[src/rtl/event_unit_barrier_arbiter.sv]
// Round-robin arbiter sharing one hardware-barrier slave port between
// NB_CORES per-core request ports. Holds the selected requester until it is
// granted and routes the single outstanding response back to its issuer.
// Build option: EVENT_UNIT_BARR_ARB_RR_EN selects round-robin arbitration;
// when undefined the pointer stays at 0 (fixed priority, lowest index wins).
module event_unit_barrier_arbiter #(
  parameter int unsigned NB_CORES     = 4,
  parameter int unsigned ADDR_WIDTH   = 32,
  parameter int unsigned LOG_NB_CORES = $clog2(NB_CORES)
) (
  input  logic                           clk_i,
  input  logic                           rst_i,
  input  logic [NB_CORES-1:0]            core_req_i,
  input  logic [NB_CORES*ADDR_WIDTH-1:0] core_add_i,
  input  logic [NB_CORES-1:0]            core_wen_i,
  input  logic [NB_CORES*32-1:0]         core_wdata_i,
  output logic [NB_CORES-1:0]            core_gnt_o,
  output logic [NB_CORES-1:0]            core_r_valid_o,
  output logic [31:0]                    core_r_rdata_o,
  output logic                           barr_req_o,
  output logic [ADDR_WIDTH-1:0]          barr_add_o,
  output logic                           barr_wen_o,
  output logic [31:0]                    barr_wdata_o,
  input  logic                           barr_gnt_i,
  input  logic                           barr_r_valid_i,
  input  logic [31:0]                    barr_r_rdata_i,
  output logic                           prot_err_o
);

  logic [LOG_NB_CORES-1:0] rr_ptr_q, rr_ptr_d;
  logic                    lock_vld_q, lock_vld_d;
  logic [LOG_NB_CORES-1:0] lock_idx_q, lock_idx_d;
  logic                    resp_pend_q, resp_pend_d;
  logic [LOG_NB_CORES-1:0] resp_idx_q, resp_idx_d;
  logic                    prot_err_q, prot_err_d;

  logic [LOG_NB_CORES-1:0] sel_rr;
  logic [LOG_NB_CORES-1:0] sel;
  logic [LOG_NB_CORES-1:0] scan_idx;
  logic                    found;
  logic                    issue_ok;
  logic                    lock_drop;
  logic                    handshake;

  // Round-robin scan: first requesting core at or above rr_ptr, wrapping
  always_comb begin
    sel_rr   = '0;
    scan_idx = '0;
    found    = 1'b0;
    for (int unsigned i = 0; i < NB_CORES; i++) begin
      scan_idx = LOG_NB_CORES'((32'(rr_ptr_q) + i) % NB_CORES);
      if (!found && core_req_i[scan_idx]) begin
        found  = 1'b1;
        sel_rr = scan_idx;
      end
    end
  end

  // Request forwarding; a locked core that withdrew suppresses issue for one
  // cycle so the grant never lands on a core that is no longer requesting
  always_comb begin
    sel        = lock_vld_q ? lock_idx_q : sel_rr;
    lock_drop  = lock_vld_q & ~core_req_i[lock_idx_q];
    issue_ok   = ~resp_pend_q | barr_r_valid_i;
    barr_req_o = (|core_req_i) & issue_ok & ~lock_drop;
    handshake  = barr_req_o & barr_gnt_i;
    if (barr_req_o) begin
      barr_add_o   = core_add_i[32'(sel)*ADDR_WIDTH +: ADDR_WIDTH];
      barr_wen_o   = core_wen_i[sel];
      barr_wdata_o = core_wdata_i[32'(sel)*32 +: 32];
    end else begin
      barr_add_o   = '0;
      barr_wen_o   = 1'b0;
      barr_wdata_o = '0;
    end
  end

  // Grant and response demultiplexing back to the cores
  always_comb begin
    core_gnt_o     = '0;
    core_r_valid_o = '0;
    core_r_rdata_o = '0;
    if (handshake) begin
      core_gnt_o[sel] = 1'b1;
    end
    if (resp_pend_q && barr_r_valid_i) begin
      core_r_valid_o[resp_idx_q] = 1'b1;
      core_r_rdata_o             = barr_r_rdata_i;
    end
  end

  // Next-state: a handshake in the response cycle keeps resp_pend set
  always_comb begin
    rr_ptr_d    = rr_ptr_q;
    lock_vld_d  = lock_vld_q;
    lock_idx_d  = lock_idx_q;
    resp_pend_d = resp_pend_q;
    resp_idx_d  = resp_idx_q;
    prot_err_d  = prot_err_q;
    if (barr_r_valid_i) begin
      if (resp_pend_q) begin
        resp_pend_d = 1'b0;
      end else begin
        prot_err_d = 1'b1;
      end
    end
    if (handshake) begin
`ifdef EVENT_UNIT_BARR_ARB_RR_EN
      rr_ptr_d = (sel == LOG_NB_CORES'(NB_CORES-1)) ? '0 : sel + 1'b1;
`endif
      lock_vld_d  = 1'b0;
      resp_pend_d = 1'b1;
      resp_idx_d  = sel;
    end else if (barr_req_o) begin
      lock_vld_d = 1'b1;
      lock_idx_d = sel;
    end else if (lock_drop) begin
      lock_vld_d = 1'b0;
      prot_err_d = 1'b1;
    end
  end

  // State registers with synchronous reset
  always_ff @(posedge clk_i) begin
    if (rst_i) begin
      rr_ptr_q    <= '0;
      lock_vld_q  <= 1'b0;
      lock_idx_q  <= '0;
      resp_pend_q <= 1'b0;
      resp_idx_q  <= '0;
      prot_err_q  <= 1'b0;
    end else begin
      rr_ptr_q    <= rr_ptr_d;
      lock_vld_q  <= lock_vld_d;
      lock_idx_q  <= lock_idx_d;
      resp_pend_q <= resp_pend_d;
      resp_idx_q  <= resp_idx_d;
      prot_err_q  <= prot_err_d;
    end
  end

  assign prot_err_o = prot_err_q;

endmodule

[config.mk]
export PLATFORM = sky130hd
export DESIGN_NAME = event_unit_barrier_arbiter
export DESIGN_NICKNAME = d
export VERILOG_FILES = /design/src/rtl/event_unit_barrier_arbiter.sv
export SDC_FILE = /design/constraint.sdc
export NUM_CORES = 1
export LEC_CHECK = 0
export ABC_CLOCK_PERIOD_IN_PS = 1700
export CAP_MARGIN = 20
export CELL_PAD_IN_SITES_DETAIL_PLACEMENT = 0
export CELL_PAD_IN_SITES_GLOBAL_PLACEMENT = 1
export CORE_AREA = 2 2 159 161
export DETAILED_ROUTE_END_ITERATION = 6
export DIE_AREA = 0 0 161 163
export GPL_ROUTABILITY_DRIVEN = 0
export PLACE_DENSITY = 0.7
export SLEW_MARGIN = 20
export SYNTH_ARGS = -nofsm -noshare
export SYNTH_HDL_FRONTEND = slang
export SYNTH_SLANG_ARGS = --single-unit
[constraint.sdc]
create_clock -name clk_i -period 1.7 [get_ports clk_i]
set_input_delay 0.34 -clock clk_i [delete_from_list [all_inputs] [get_ports clk_i]]
set_output_delay 0.34 -clock clk_i [all_outputs]
set_load 0.1 [all_outputs]
==> impl_metrics.csv, run 1 <==
group,metric,value,unit
run_status,status,"complete, but fails checks",
run_status,violations,"negative setup slack",
pwr,power.total,0.00782,W
worst_hold_path,hp-start,"lock_idx_q[1]$_SDFFE_PP0P_",
global_routing,grt_pass1_vias,4973,
route,antenna_left,0,
sta,period_needed,2.38,ns
synthesis,synth_area,3000,sq um
finish,multi_input_area,3810,sq um
floorplan,core-area,24700,sq um
finish,nNetsFinal,1075,
route,via_count,4476,
worst_setup_path,path_cells,"buf_6 > and2_4 > a22oi_2 > buf_4 > nand3_4 > buf_12 > buf_16 > o22ai_4 > buf_12",
route,drt_pass1_iterations,4,
synthesis,avgSynthCellArea,9.22,sq um
route,drt_iter0_drc,108,
finish,diodes,0,
finish,final_cell_mix,"294 x clkdlybuf4s50_1, 128 x buf_12, 78 x mux2i_1",
sta,max_slew_margin,62.0,%
worst_setup_path,crit_path_max_fanout,7,
worst_setup_path,crit_cells,9,
sta,setup_ws,-0.682,ns
sta,slew_viol_final,0,
sta,fmax,0.420,GHz
clock_tree,cts-buffers-inserted,3,
route,drt_wl_total,19700,um
route,drc_errors,0,
synthesis,yosysSeqAreaShare,4.68,%
clock_tree,holdBufCountCts,0,
worst_setup_path,r2r_slack,0.13,ns
finish,fin_util,43.4,%
sta,tightest_slew,0.570,ns
worst_setup_path,startpoint,"lock_vld_q$_SDFFE_PP0P_",
synthesis,synthCells,325,
sta,finalHoldViolCount,0,
worst_setup_path,worstPathArrival,2.04,ns
synthesis,synthArstFlopShare,0,%
worst_hold_path,min_path_type,"flop to flop",
floorplan,die_area,26200,sq um
floorplan,start_util,12.1,%
sta,setup_viol,70,
finish,drive_gt1_share,47.7,%
clock_tree,cts_buffer_depth,2,
finish,layout_commonest_cell,"clkdlybuf4s50_1",
sta,skew,0.000842,ns
worst_setup_path,crit_path_end_kind,"output port",
floorplan,ios,407,
synthesis,yosysUniqueCellTypes,29,
worst_setup_path,rr_endpoint,"resp_idx_q[0]$_SDFFE_PP0P_",
global_routing,grt_max_degree,36,
route,viasPerCell,4.05,
pwr,power_per_cell_area,730,nW/um^2
sta,holdWs,0.555,ns
worst_setup_path,critPathSlowestCell,"dfxtp_4",
placed_design,place_ws,-1.20,ns
synthesis,synth_nets,625,
global_routing,antenna_found_initial,0,
floorplan,die_h,163,um
synthesis,synth-edff-count,0,
global_routing,grt_pass1_wl,28700,um
worst_setup_path,path_delay_family,"buffers and inverters",
sta,rsz0062_at_grt,"true",
global_routing,grt_usage,14.1,%
floorplan,num_rows,58,
finish,nFillCells,2284,
pwr,vdd_drop_max,483,uV
clock_tree,clk_latency,0.23,ns
floorplan,die_x,161,um
clock_tree,cts_tree,"built",
worst_setup_path,path_common_cell,"buf_12",
worst_setup_path,path_class,"flop to output port",
placed_design,hpwlAfterDp,16000,um
synthesis,ys.flop_type,"dfxtp_1",
worst_setup_path,slowest_delay,0.36,ns
worst_setup_path,reg2reg_depth,6,
sta,period_share,140,%
pwr,cellLeakagePower,3.79,nW
global_routing,grt_overflow_total,0,
finish,seq_area,146,sq um
clock_tree,clk_pin_slew_worst_paths,0.04,ns
clock_tree,htree_num_levels,1,
route,wl_per_cell,17.8,um
worst_setup_path,start_kind,"flop",
synthesis,yosysWarnings,0,
clock_tree,cts.sinks,7,
worst_setup_path,reg2reg_from,"resp_pend_q$_SDFFE_PP0P_",
synthesis,ys_ff_latch,7,
clock_tree,cts_root_buf,"clkbuf_16",
worst_setup_path,endpoint,"barr_wen_o",
worst_setup_path,required,1.36,ns
placed_design,io_buffers,406,
job,maxCapViolCount,0,
finish,area_growth_syn_to_layout,258,%
worst_setup_path,crit_buf_inv,5,
[timing repair]
| item | 4_1_cts | 5_1_grt |
|---|---|---|
| endpoints found under the hold margin | 0 | 0 |
| setup buffers | 6 | 0 |
| pin swaps | 10 | 7 |
| setup endpoints to repair | 112 | 74 |
| cloned | 8 | 3 |
| gates resized for setup | 130 | 16 |
[how the worst min path moves through the flow]
| stage | end | slack (ns) | cells after the start |
|---|---|---|---|
| after global routing | lock_idx_q[0]$_SDFFE_PP0P_ | 0.59 | 2 |
| final | lock_idx_q[1]$_SDFFE_PP0P_ | 0.55 | 2 |
| after floorplan | lock_idx_q[0]$_SDFFE_PP0P_ | 0.41 | 1 |
| after global placement | lock_idx_q[1]$_SDFFE_PP0P_ | 0.54 | 2 |
| after CTS | lock_idx_q[1]$_SDFFE_PP0P_ | 0.56 | 2 |
| after detailed placement | lock_idx_q[1]$_SDFFE_PP0P_ | 0.55 | 2 |
[synth_stat cells (2+ instances only)]
cell type  instances  share of area [%]
nand3_1            3               0.50
dfxtp_1            7                4.7
buf_6             16                6.0
nor2_1             8                1.0
and3_1            32                6.7
nand2_1            3               0.38
a311oi_1           2               0.58
o22ai_2           50                 21
a21oi_1            7                1.2
nor3_1             8                1.3
and2_1             2               0.42
clkbuf_1           6               0.75
nor2b_1            3               0.63
mux2i_1          133                 44
inv_1              4               0.50
buf_4              6                1.5
buf_2              9                1.5
o22ai_1           15                3.1
[tightest hold or removal path, delay by kind of cell (launching register included)]
| family | cells | cell delay [ns] |
|---|---|---|
| flops | 1 | 0.33 |
| simple gates | 1 | 0.05 |
| mux | 1 | 0.13 |
[sequential cells by signal (all words and copies together) (netlist names)]
register and cells:
lock_idx_q 2, lock_vld_q 1, prot_err_o 1, resp_idx_q 2, resp_pend_q 1
[logic make-up after synthesis]
family | synth area share (%)
buf+inv | 10.3
mux | 44.4
flops | 4.68
simple gates | 13.1
compound gates | 27.6
[routing by layer]
layer	wire [um]	vias to the layer above	global-route usage, %
li1	-	2194	-
met1	7230	2052	16.0
met2	10700	214	26.9
met3	1470	16	3.13
met4	316	0	2.60
met5	0	-	0
[where the power goes]
| group | switching (W) | total [W] | internal, W |
|---|---|---|---|
| Clock | 0.0000834 | 0.000395 | 0.000312 |
| Sequential | 0.0000260 | 0.000208 | 0.000182 |
| Combinational | 0.00407 | 0.00722 | 0.00315 |
| Total | 0.00418 | 0.00782 | 0.00364 |
[layout make-up]
cell class	count	area share [%]
Sequential cell	7	1.37
Inverter	4	0.140
Clock buffer	4	0.735
Timing Repair Buffer	482	58.3
Tap cell	330	3.85
Multi-Input combinational cell	277	35.6
[per-stage QoR]
| step | TNS (ns) | cell area, sq um | std cells |
|---|---|---|---|
| final | -42.47 | 10700 | 1104 |
| after global routing | -48.30 | 10700 | 1104 |
| after CTS | -45.37 | 10600 | 1101 |
| after detailed placement | -85.45 | 9720 | 1083 |
| after global placement | -84.24 | 9720 | 1083 |
| after floorplan | -36.75 | 3840 | 325 |
Power figures use the tool's default switching activity.
==> run 2, diff against run 1 <==
--- a/config.mk
+++ b/config.mk
@@ -6,7 +6,6 @@
 export NUM_CORES = 1
 export LEC_CHECK = 0
 export ABC_CLOCK_PERIOD_IN_PS = 1700
-export CAP_MARGIN = 20
 export CELL_PAD_IN_SITES_DETAIL_PLACEMENT = 0
 export CELL_PAD_IN_SITES_GLOBAL_PLACEMENT = 1
 export CORE_AREA = 2 2 159 161
==> results of run 2 <==
No change in the layout: final DEF, timing and power equal those of run 1.
